$ cat config.mk
export PLATFORM = sky130hd
export DESIGN_NAME = prog_loader_flat
export DESIGN_NICKNAME = d
export VERILOG_FILES = /design/src/rtl/prog_loader_if.sv /design/src/rtl/prog_loader.sv /design/src/flat_wrapper.sv
export SDC_FILE = /design/constraint.sdc
export NUM_CORES = 1
export LEC_CHECK = 0
export BUFFER_PORTS_ARGS = -buffer_cell sky130_fd_sc_hd__buf_2
export CAP_MARGIN = 20
export CORE_AREA = 2 2 237 239
export DETAILED_ROUTE_END_ITERATION = 7
export DIE_AREA = 0 0 239 241
export PLACE_DENSITY = 0.79
export SYNTH_ARGS = -nofsm -noshare
export SYNTH_HDL_FRONTEND = slang
export SYNTH_SLANG_ARGS = --single-unit
$ cat constraint.sdc
create_clock -name clk -period 5.3 [get_ports clk]
set_clock_uncertainty 0.05 [all_clocks]
set_input_delay 1.59 -clock clk [delete_from_list [all_inputs] [get_ports clk]]
set_output_delay 1.59 -clock clk [all_outputs]
set_load 0.005 [all_outputs]
$ cat src/rtl/prog_loader_if.sv
// Byte stream feeding the program loader. A byte moves on a rising clk edge when
// byte_valid and byte_ready are both high; the source holds byte_in/byte_valid until then.
interface prog_loader_if;
    logic [7:0] byte_in;
    logic       byte_valid;
    logic       byte_ready;

    modport master (output byte_in, output byte_valid, input byte_ready);
    modport slave  (input byte_in, input byte_valid, output byte_ready);
endinterface

$ cat src/rtl/prog_loader.sv
// Program loader: packs a little-endian byte stream (3 bytes per word) into program RAM
// and releases the processor via run_en. Optional trailing XOR checksum: LOADER_CHECKSUM_EN.
module prog_loader #(
    parameter int CODE_W = 23,
    parameter int ADDR_W = 5,
    parameter int DEPTH  = 32
) (
    input  logic              clk,
    input  logic              rst,
    input  logic              load_start,
    input  logic [ADDR_W:0]   load_len,
    prog_loader_if.slave      stream,
    input  logic [ADDR_W-1:0] address,
    output logic [CODE_W-1:0] code,
    output logic              run_en,
    output logic              busy,
    output logic              done,
    output logic              err,
    output logic [2:0]        state_dbg
);

    typedef enum logic [2:0] {
        S_IDLE = 3'd0,
        S_B0   = 3'd1,
        S_B1   = 3'd2,
        S_B2   = 3'd3,
        S_WR   = 3'd4,
        S_CK   = 3'd5,
        S_FIN  = 3'd6
    } state_t;

    localparam int              B2_W    = CODE_W - 16;
    // Bits of the third byte that do not fit in the code word.
    localparam logic [7:0]      B2_MASK = 8'hFF << B2_W;
    localparam logic [ADDR_W:0] DEPTH_L = (ADDR_W + 1)'(DEPTH);
    localparam logic [ADDR_W:0] LEN_ONE = (ADDR_W + 1)'(1);
    localparam logic [ADDR_W-1:0] PTR_ONE = ADDR_W'(1);

    state_t            state_q;
    state_t            state_n;
    logic [ADDR_W:0]   len_q;
    logic [ADDR_W-1:0] ptr_q;
    logic [7:0]        b0_q;
    logic [7:0]        b1_q;
    logic [B2_W-1:0]   b2_q;
    logic              ready;
    logic              accept;
    logic              start_ok;
    logic              last_word;
    logic              b2_overflow;
    logic [CODE_W-1:0] mem [DEPTH];
`ifdef LOADER_CHECKSUM_EN
    logic [7:0]        csum_q;
`endif

    assign stream.byte_ready = ready;
    assign accept      = stream.byte_valid & ready;
    assign start_ok    = (load_len != '0) && (load_len <= DEPTH_L);
    assign last_word   = ({1'b0, ptr_q} == (len_q - LEN_ONE));
    assign b2_overflow = |(stream.byte_in & B2_MASK);
    assign state_dbg   = state_q;
    assign code        = run_en ? mem[address] : '0;

    always_ff @(posedge clk or posedge rst) begin
        if (rst) state_q <= S_IDLE;
        else     state_q <= state_n;
    end

    always_comb begin
        state_n = state_q;
        ready   = 1'b0;
        done    = 1'b0;
        case (state_q)
            S_IDLE: begin
                if (load_start && start_ok) state_n = S_B0;
            end
            S_B0: begin
                ready = 1'b1;
                if (accept) state_n = S_B1;
            end
            S_B1: begin
                ready = 1'b1;
                if (accept) state_n = S_B2;
            end
            S_B2: begin
                ready = 1'b1;
                if (accept) state_n = S_WR;
            end
            S_WR: begin
                if (last_word) begin
`ifdef LOADER_CHECKSUM_EN
                    state_n = S_CK;
`else
                    state_n = S_FIN;
`endif
                end else begin
                    state_n = S_B0;
                end
            end
`ifdef LOADER_CHECKSUM_EN
            S_CK: begin
                ready = 1'b1;
                if (accept) state_n = S_FIN;
            end
`endif
            S_FIN: begin
                done    = 1'b1;
                state_n = S_IDLE;
            end
            default: state_n = S_IDLE;
        endcase
    end

    always_ff @(posedge clk or posedge rst) begin
        if (rst) begin
            len_q  <= '0;
            ptr_q  <= '0;
            b0_q   <= '0;
            b1_q   <= '0;
            b2_q   <= '0;
            err    <= 1'b0;
            run_en <= 1'b0;
            busy   <= 1'b0;
`ifdef LOADER_CHECKSUM_EN
            csum_q <= '0;
`endif
        end else begin
            case (state_q)
                S_IDLE: begin
                    if (load_start) begin
                        run_en <= 1'b0;
                        if (!start_ok) begin
                            err <= 1'b1;
                        end else begin
                            len_q <= load_len;
                            err   <= 1'b0;
                            ptr_q <= '0;
                            busy  <= 1'b1;
`ifdef LOADER_CHECKSUM_EN
                            csum_q <= '0;
`endif
                        end
                    end
                end
                S_B0: begin
                    if (accept) b0_q <= stream.byte_in;
                end
                S_B1: begin
                    if (accept) b1_q <= stream.byte_in;
                end
                S_B2: begin
                    if (accept) begin
                        b2_q <= stream.byte_in[B2_W-1:0];
                        if (b2_overflow) err <= 1'b1;
                    end
                end
                S_WR: begin
                    if (!last_word) ptr_q <= ptr_q + PTR_ONE;
                end
`ifdef LOADER_CHECKSUM_EN
                S_CK: begin
                    if (accept && (stream.byte_in != csum_q)) err <= 1'b1;
                end
`endif
                S_FIN: begin
                    busy   <= 1'b0;
                    run_en <= ~err;
                end
                default: ;
            endcase
`ifdef LOADER_CHECKSUM_EN
            // Every data byte (including the raw third byte) enters the checksum.
            if (accept && (state_q == S_B0 || state_q == S_B1 || state_q == S_B2))
                csum_q <= csum_q ^ stream.byte_in;
`endif
        end
    end

    // Program RAM is intentionally not reset; run_en gates what the processor sees.
    always_ff @(posedge clk) begin
        if (state_q == S_WR) mem[ptr_q] <= {b2_q, b1_q, b0_q};
    end

endmodule
$ cat src/flat_wrapper.sv
// flat-port wrapper written by rule: the top's interface ports become plain ports
module prog_loader_flat 
#(
    parameter int CODE_W = 23,
    parameter int ADDR_W = 5,
    parameter int DEPTH  = 32
)
  (clk, rst, load_start, load_len, address, code, run_en, busy, done, err, state_dbg, stream_byte_in, stream_byte_valid, stream_byte_ready);
  prog_loader_if stream_i ();
  input  logic clk;
  input  logic rst;
  input  logic load_start;
  input  logic [ADDR_W:0] load_len;
  input  logic [ADDR_W-1:0] address;
  output logic [CODE_W-1:0] code;
  output logic run_en;
  output logic busy;
  output logic done;
  output logic err;
  output logic [2:0] state_dbg;
  input wire logic [$bits(stream_i.byte_in)-1:0] stream_byte_in;
  input wire logic [$bits(stream_i.byte_valid)-1:0] stream_byte_valid;
  output wire logic [$bits(stream_i.byte_ready)-1:0] stream_byte_ready;
  assign stream_i.byte_in = stream_byte_in;
  assign stream_i.byte_valid = stream_byte_valid;
  assign stream_byte_ready = stream_i.byte_ready;
  prog_loader #(.CODE_W(CODE_W), .ADDR_W(ADDR_W), .DEPTH(DEPTH)) u_core (.clk(clk), .rst(rst), .load_start(load_start), .load_len(load_len), .stream(stream_i), .address(address), .code(code), .run_en(run_en), .busy(busy), .done(done), .err(err), .state_dbg(state_dbg));
endmodule
# After elaboration in Yosys (flattened, before gate mapping)
# Memory sizes are Yosys's and may differ from the RTL's.
# Cells that the tools add are included.
[totals] ff_bits=40 ramBits=736 input_bits=23 word_cells=71 memories=1
[classes] n_addsub=2 n_lt_le_gt_ge=1 n_eq_ne=14 mux=25 bitwise=2 reduce_logical=17
[memory_table] memory="u_core.mem" depth=32 word_bits=23 read_ports=1 rd_clocked_by_memory_dff=0 write_ports=1 line="prog_loader.sv:51" rtl="logic [CODE_W-1:0] mem [DEPTH];"
[ops] op="$mux W23" count=1
[ops] op="$mux W3" count=5
[ops] op="$mux W5" count=3
[ops] op="$pmux W3 S5" count=1
[ops] op="$reduce_and A4 Y1" count=3
[ops] op="$mux W1" count=11
[ops] op="$ne A2 B1 Y1 const B" count=5
[ops] op="$pmux W5 S2" count=1
[ops] op="$reduce_and A2 Y1" count=4
[ops] op="$eq A3 B2 Y1 const B" count=2
[ops] op="$eq A3 B3 Y1 const B" count=2
[ops] op="$eq A5 B6 Y1" count=1
[ops] op="$le A6 B6 Y1 const B" count=1
[ops] op="$ne A2 B2 Y1 const B" count=3
[ops] op="$pmux W1 S2" count=3
[ops] op="$reduce_and A3 Y1" count=2
[ops] op="$reduce_bool A2 Y1" count=3
[ops] op="$reduce_bool A6 Y1" count=1
[ops] op="$sub A6 B1 Y6 const B" count=1
[ops] op="$add A5 B1 Y5 const B" count=1
[ops] op="$eq A3 B1 Y1 const B" count=1
[ops] op="$logic_not A3 Y1" count=1
[ops] op="$reduce_or A3 Y1" count=1
[ops] op="$logic_and A1 B1 Y1" count=2
[ops] op="other kinds (2)" count=2

# Depth between registers and ports, before layout
# Gate-level depths: netlist (run 1).
[logic_depth] ltp_word=6 ltp_mapped=8 depth_no_buf=8

# Worst setup path after synthesis (run 1)
# OpenSTA, ideal clock, no wires.
[synth_timing] path_kind="input to output" from="input port address[0]" to="output port code[2]" t_arrival_ps=3255 slack_ps=405 cell_stages=7 n_path_buf=3 path_cell_list="clkbuf_1 buf_2 buf_2 mux4_2 a211oi_1 a21oi_1 and3_1"
[synth_via] elab_chain_len=2
[synth_rtl] element="start, declared" line="flat_wrapper.sv:14" rtl="input logic [ADDR_W-1:0] address;"
[synth_rtl] element="$mem_v2 Z32 W23"
[synth_rtl] element="$mux W23" line="prog_loader.sv:62" rtl="assign code = run_en ? mem[address] : '0;"
[synth_rtl] element="end, declared" line="flat_wrapper.sv:15" rtl="output logic [CODE_W-1:0] code;"
# Every way passes these cells.

# Worst setup path in the final report (run 1)
[layout_timing] from="input port address[0]" to="output port code[7]"
# Same word-level chain as after synthesis.

==> reports/qor.yml, run 1 <==
run_status: "complete, no violations"
route.vias.total: 15230
clockBufferDepth: 3
timing.hold.ws_ps: 472.1
final_cell_mix: "736 x edfxtp_1, 184 x mux4_2, 89 x buf_4, 78 x clkbuf_16, 68 x mux2i_1"
routed_wl_um: 71310
clockRootBuffer: "clkbuf_16"
ctsResizeCount: 0
period_share_pct: 98.52
netlist.area_leader.share_pct: 73.39
fillers: 3458
synth_area_um2: 30110
start_util_pct: 54.87
peakVddDrop_v: 0.0003286
finalSetupViolations: 0
grt.total_usage_pct: 25.16
syn_inst: 1380
pin_count: 54
rows: 86
arrival_ps: 3580
cts-hold-fix-buffers: 0
dieHeight_um: 241
design_area_um2: 34910
synth_seq_cells: 776
portBuffers: 53
maxCapViolCount: 0
dp_hpwl_um: 40600
cts_setup_buffers: 0
layout-drive-gt1-share_pct: 33.54
crit_type: "input port to primary output"
clkTransAtPathRegs_ps: 60
grt_pass1_wl_um: 103000
cellPowerDensity_nw_per_um2: 443.5
drc: 0
worstSetupEndpointType: "primary output"
required_ps: 3660
postPlaceCellArea_um2: 32170
slew_violations: 0
yosysWarnings: 0
multi_input_area_um2: 6756
n_antenna_cell: 0
ant_nets: 0
yosys.area.top_type: "edfxtp_1"
synth.distinct_cells: 50
first_global_vias: 15430
ys_seq_area_share_pct: 76.72
grt_max_degree: 53
fin_cells: 2323
drt_iter0_drc: 1930
crit_path_start_kind: "input port"
power_mw: 15.48
register_area_um2: 23100
power.leakage_nw: 11.60
cts_tree: "yes"
syn_area_per_cell_um2: 21.82
hold_class: "register to register"
finalCriticalPeriod_ps: 5222
drt-wirelength-per-cell_um: 30.70
cts-buffers-inserted: 76
async_reset_ff_share_pct: 5.155
rsz0062_at_grt: "false"
synth_edf_count: 736
max_slew_margin_pct: 26.05
antenna_found_initial: 5
via_per_inst: 6.557
layout.nets: 1587
finalHoldViolations: 0
max_freq_ghz: 0.1915
cts.sinks: 776
place_inst: 2175
grt_overflow_total: 0
die_w_um: 239
area_delta_synth_final_pct: 15.93
drtPass1Iterations: 5
setup-tns-final_ps: 0
synth_ff_type: "edfxtp_1"
synthesis.nets: 1408
core_um2: 54880
worstMarginPinSlew_ps: 1109
synth_area_leaders: "edfxtp_1 73%, mux4_2 14%, dfrtp_1 3.3%"
critPathMaxFanout: 12
final_common_cell: "edfxtp_1"
die_area_um2: 57600
insertion_delay_ps: 620
htree_levels: 3
place.gp.congestion: 0.7758
-- final timing paths --
kind / startpoint / endpoint / slack (ps) / cells after the start
setup / recovery: address[0] / code[7] / 80 / 9
hold / removal: u_core.b0_q[7] / u_core.b0_q[7] / 470 / 1
setup reg to reg: u_core.state_dbg[0] / u_core.mem[12][19] / 2080 / 5
hold reg to reg: u_core.b0_q[7] / u_core.b0_q[7] / 470 / 1
max in group asynchronous: rst / u_core.len_q[5] / 3790 / 3
min in group asynchronous: rst / u_core.state_dbg[0] / 1050 / 3
-- cells by family (layout without fill, tap and decap cells) --
logic type | count (synthesis) | after routing | synth area share [%]
AO/OA/AOI/OAI | 94 | 94 | 2.161
XOR/XNOR | 7 | 7 | 0.2036
adder cells (fa/ha/maj) | 5 | 5 | 0.2077
buffers and inverters | 82 | 321 | 1.159
flip-flops | 776 | 776 | 76.72
multiplexers | 282 | 282 | 17.14
AND/OR/NAND/NOR | 134 | 134 | 2.414
-- state kept, by name, indices dropped and copies added, names as in the netlist --
register	flops
u_core.run_en	1
u_core.ptr_q	5
u_core.b2_q	7
u_core.state_dbg	3
u_core.busy	1
u_core.b0_q	8
u_core.b1_q	8
u_core.len_q	6
u_core.err	1
u_core.mem	736
-- routing by layer --
layer,vias to the layer above,global-route usage (%),share of wire (%),routed length [um]
li1,6123,-,-,-
met1,7931,34.26,37,26300
met2,1039,39.71,48,34540
met3,131,7.229,12,8532
met4,8,8.295,2.6,1882
met5,-,0,0.074,53
-- final cells by class --
class / count / share of cell area [%]
flip-flops and latches: 776 / 66.17
clock inverters: 43 / 1.262
inverters: 8 / 0.08601
repair buffers: 175 / 4.802
well taps: 704 / 2.523
multi-input cells: 522 / 19.35
clock buffers: 95 / 5.802
-- worst max-delay path, stage by stage --
cell and delay [ps]:
buf_8 130, buf_12 170, mux4_2 530, nor2b_1 170, a211oi_1 350, buf_4 230
a21oi_1 70, and3_1 200, buf_2 130
-- cells in the mapped netlist, types with 2 or more instances --
library cell	n
or3_1	3
and3_1	23
nand2_1	14
mux4_2	184
nor2b_1	27
dfrtp_1	40
mux2i_1	69
nand4_1	2
buf_1	5
xnor2_1	3
nand3_1	6
clkbuf_1	43
a22oi_1	23
edfxtp_1	736
a211oi_1	23
xor2_1	4
inv_1	8
a31oi_1	2
o21ai_0	8
a21boi_1	2
nand2b_1	4
a21oi_1	26
nand3b_1	4
mux2_2	29
buf_2	24
nor2_1	40
ha_1	5
-- power breakdown --
| group | switching [mW] | internal (mW) |
|---|---|---|
| combinational | 1.23 | 0.727 |
| sequential | 0.456 | 7.73 |
| clock | 2.30 | 3.04 |
| total | 3.99 | 11.5 |
-- metrics by stage --
step	util [%]	setup WS, ps
after floorplan	-	405.3
after global placement	58.60	83.72
after detailed placement	58.63	71.24
after CTS	63.12	85.79
after global routing	63.62	0.7070
final	63.62	78.47
No activity file was read; power rests on OpenSTA's default activity.
==> inputs of run 2 (changes only) <==
- CELL_PAD_IN_SITES_DETAIL_PLACEMENT: not set -> 1
- CELL_PAD_IN_SITES_GLOBAL_PLACEMENT: not set -> 1
- CORE_AREA: 2 2 237 239 -> 2 2 297 299
- DIE_AREA: 0 0 239 241 -> 0 0 299 301
- PLACE_DENSITY: 0.79 -> 0.62
==> reports/qor.yml, run 2 (synthesis gave the netlist of run 1 again) <==
run_status: "complete, no violations"
power_mw: 16.03
route.vias.total: 14880
ant_nets: 0
clockBufferDepth: 3
drt_iter0_drc: 1495
period_share_pct: 98.64
final_common_cell: "edfxtp_1"
cts-hold-fix-buffers: 0
cp_num_buf_inv: 4
slowest_delay_ps: 420
rrSetupSlack_ps: 2350
dieHeight_um: 301
worstSetupEndpointType: "primary output"
drtPass1Iterations: 5
via_per_inst: 5.286
drc: 0
hold_end: "u_core.b2_q[2]"
power_switching_mw: 4.227
antenna_found_initial: 9
cts_tree: "yes"
crit_family: "buffers and inverters"
reg2reg_from: "u_core.state_dbg[1]"
grt_max_degree: 41
hold_class: "register to register"
hp-start: "u_core.b2_q[2]"
die_w_um: 299
cpMostUsedCell: "buf_4"
grt_pass1_wl_um: 113100
fillers: 8195
slew_violations: 0
core_um2: 86480
portBuffers: 53
finalSetupViolations: 0
r2r_cells: 5
area_delta_synth_final_pct: 19.26
max_freq_ghz: 0.1913
regMostFlops: "u_core.mem"
dp_hpwl_um: 46070
required_ps: 3660
first_global_vias: 16040
cellPowerDensity_nw_per_um2: 446.4
critPathMaxFanout: 18
layout-drive-gt1-share_pct: 34.98
peakVddDrop_v: 0.0002980
rows: 108
rsz0062_at_grt: "false"
largest_reg_flops: 736
grt.total_usage_pct: 17.37
ctsResizeCount: 0
finalCriticalPeriod_ps: 5228
insertion_delay_ps: 640
maxCapViolCount: 0
max_slew_margin_pct: 29.83
layout.nets: 1619
cts.sinks: 776
path_cells: "clkbuf_8, buf_4, buf_4, mux4_2, a211oi_1, a21oi_1, and3_1, buf_2"
cts-buffers-inserted: 84
worstMarginPinSlew_ps: 1053
htree_levels: 3
internal_power_mw: 11.81
crit_path_start_kind: "input port"
finalHoldViolations: 0
switching_share_pct: 26.36
top_regs: "u_core.mem (736), u_core.b0_q (8), u_core.b1_q (8)"
hold_depth: 1
crit-reg2reg-capture: "u_core.mem[31][20]"
seqPwrFrac_pct: 50.1
cts_setup_buffers: 0
pwr-share-clk_pct: 36.4
die_area_um2: 90000
p_comb_share_pct: 13.4
power.leakage_nw: 11.82
clkTransAtPathRegs_ps: 60
crit_type: "input port to primary output"
critPathSlowestCell: "a211oi_1"
drt-wirelength-per-cell_um: 27.51
start_util_pct: 34.82
routed_wl_um: 77440
final_cell_mix: "736 x edfxtp_1, 184 x mux4_2, 115 x buf_4, 84 x clkbuf_16, 68 x mux2i_1"
crit_cells: 8
arrival_ps: 3590
clockRootBuffer: "clkbuf_16"
final_util_pct: 41.53
pin_count: 54
place.gp.congestion: 0.7539
grt_overflow_total: 0
run 2: cell types whose count changed in the layout (fill, tap and decap cells not counted), sizes merged:
| cell | previous run | this run |
|---|---|---|
| bufinv | 6 | 9 |
| clkbuf | 96 | 98 |
| diode | 0 | 2 |
| clkinvlp | 1 | 2 |
| clkinv | 32 | 39 |
| buf | 174 | 198 |
| inv | 12 | 14 |
run 2: how the worst max path moves through the flow:
stage | slack (ps) | to | from
floorplan | 410 | code[2] | address[0]
global placement | -7 | code[22] | address[1]
detailed placement | 20 | code[2] | address[0]
CTS | 20 | code[2] | address[0]
global route | 4 | code[2] | address[0]
finish | 70 | code[1] | address[1]
run 2: area by class of cell:
type | count | area [um^2] | area share [%]
Antenna cell | 2 | 5.005 | 0.01394
Sequential cell | 776 | 23100 | 64.33
Multi-Input combinational cell | 522 | 6771 | 18.85
Clock buffer | 97 | 2151 | 5.989
Clock inverter | 56 | 615.6 | 1.714
Tap cell | 1155 | 1445 | 4.024
Inverter | 8 | 30.03 | 0.08361
Timing Repair Buffer | 199 | 1794 | 4.996
run 2: routing by layer:
layer | track usage [%] | share of wire [%] | wire, um | up-vias
met1 | 24.80 | 44 | 34220 | 8040
met4 | 4.607 | 2.2 | 1697 | 10
li1 | - | - | - | 6216
met5 | 0 | 0.092 | 71 | -
met3 | 3.802 | 6.8 | 5292 | 100
met2 | 27.06 | 47 | 36160 | 513
run 2: through the flow:
step                      setup slack (ps)  instance area, um^2  std cells  hold slack [ps]  setup TNS (ps)
after floorplan                      405.3                30110       1380            449.7               0
after global placement              -6.905                32980       2654            443.4          -6.905
after detailed placement             23.03                33010       2655            448.8               0
after CTS                            23.78                35770       2808            462.2               0
after global routing                 4.157                35910       2813            465.9               0
final                                72.14                35910       2815            456.3               0
run 2: worst register-to-register path, stage by stage, from the launching register on:
cell and delay [ps]:
dfrtp_1 500, or2_2 360, nor2_1 460, nand2_1 540, nor2_2 260, buf_4 420
run 2: power by group through the flow:
stage | combinational, mW | sequential (mW) | clock [mW]
2_1_floorplan | 0.666 | 8.34 | 0
3_3_place_gp | 1.80 | 8.26 | 0
3_5_place_dp | 1.95 | 8.29 | 0
4_1_cts | 1.96 | 8.16 | 5.97
5_1_grt | 2.31 | 8.06 | 6.19
6_report | 2.16 | 8.03 | 5.84
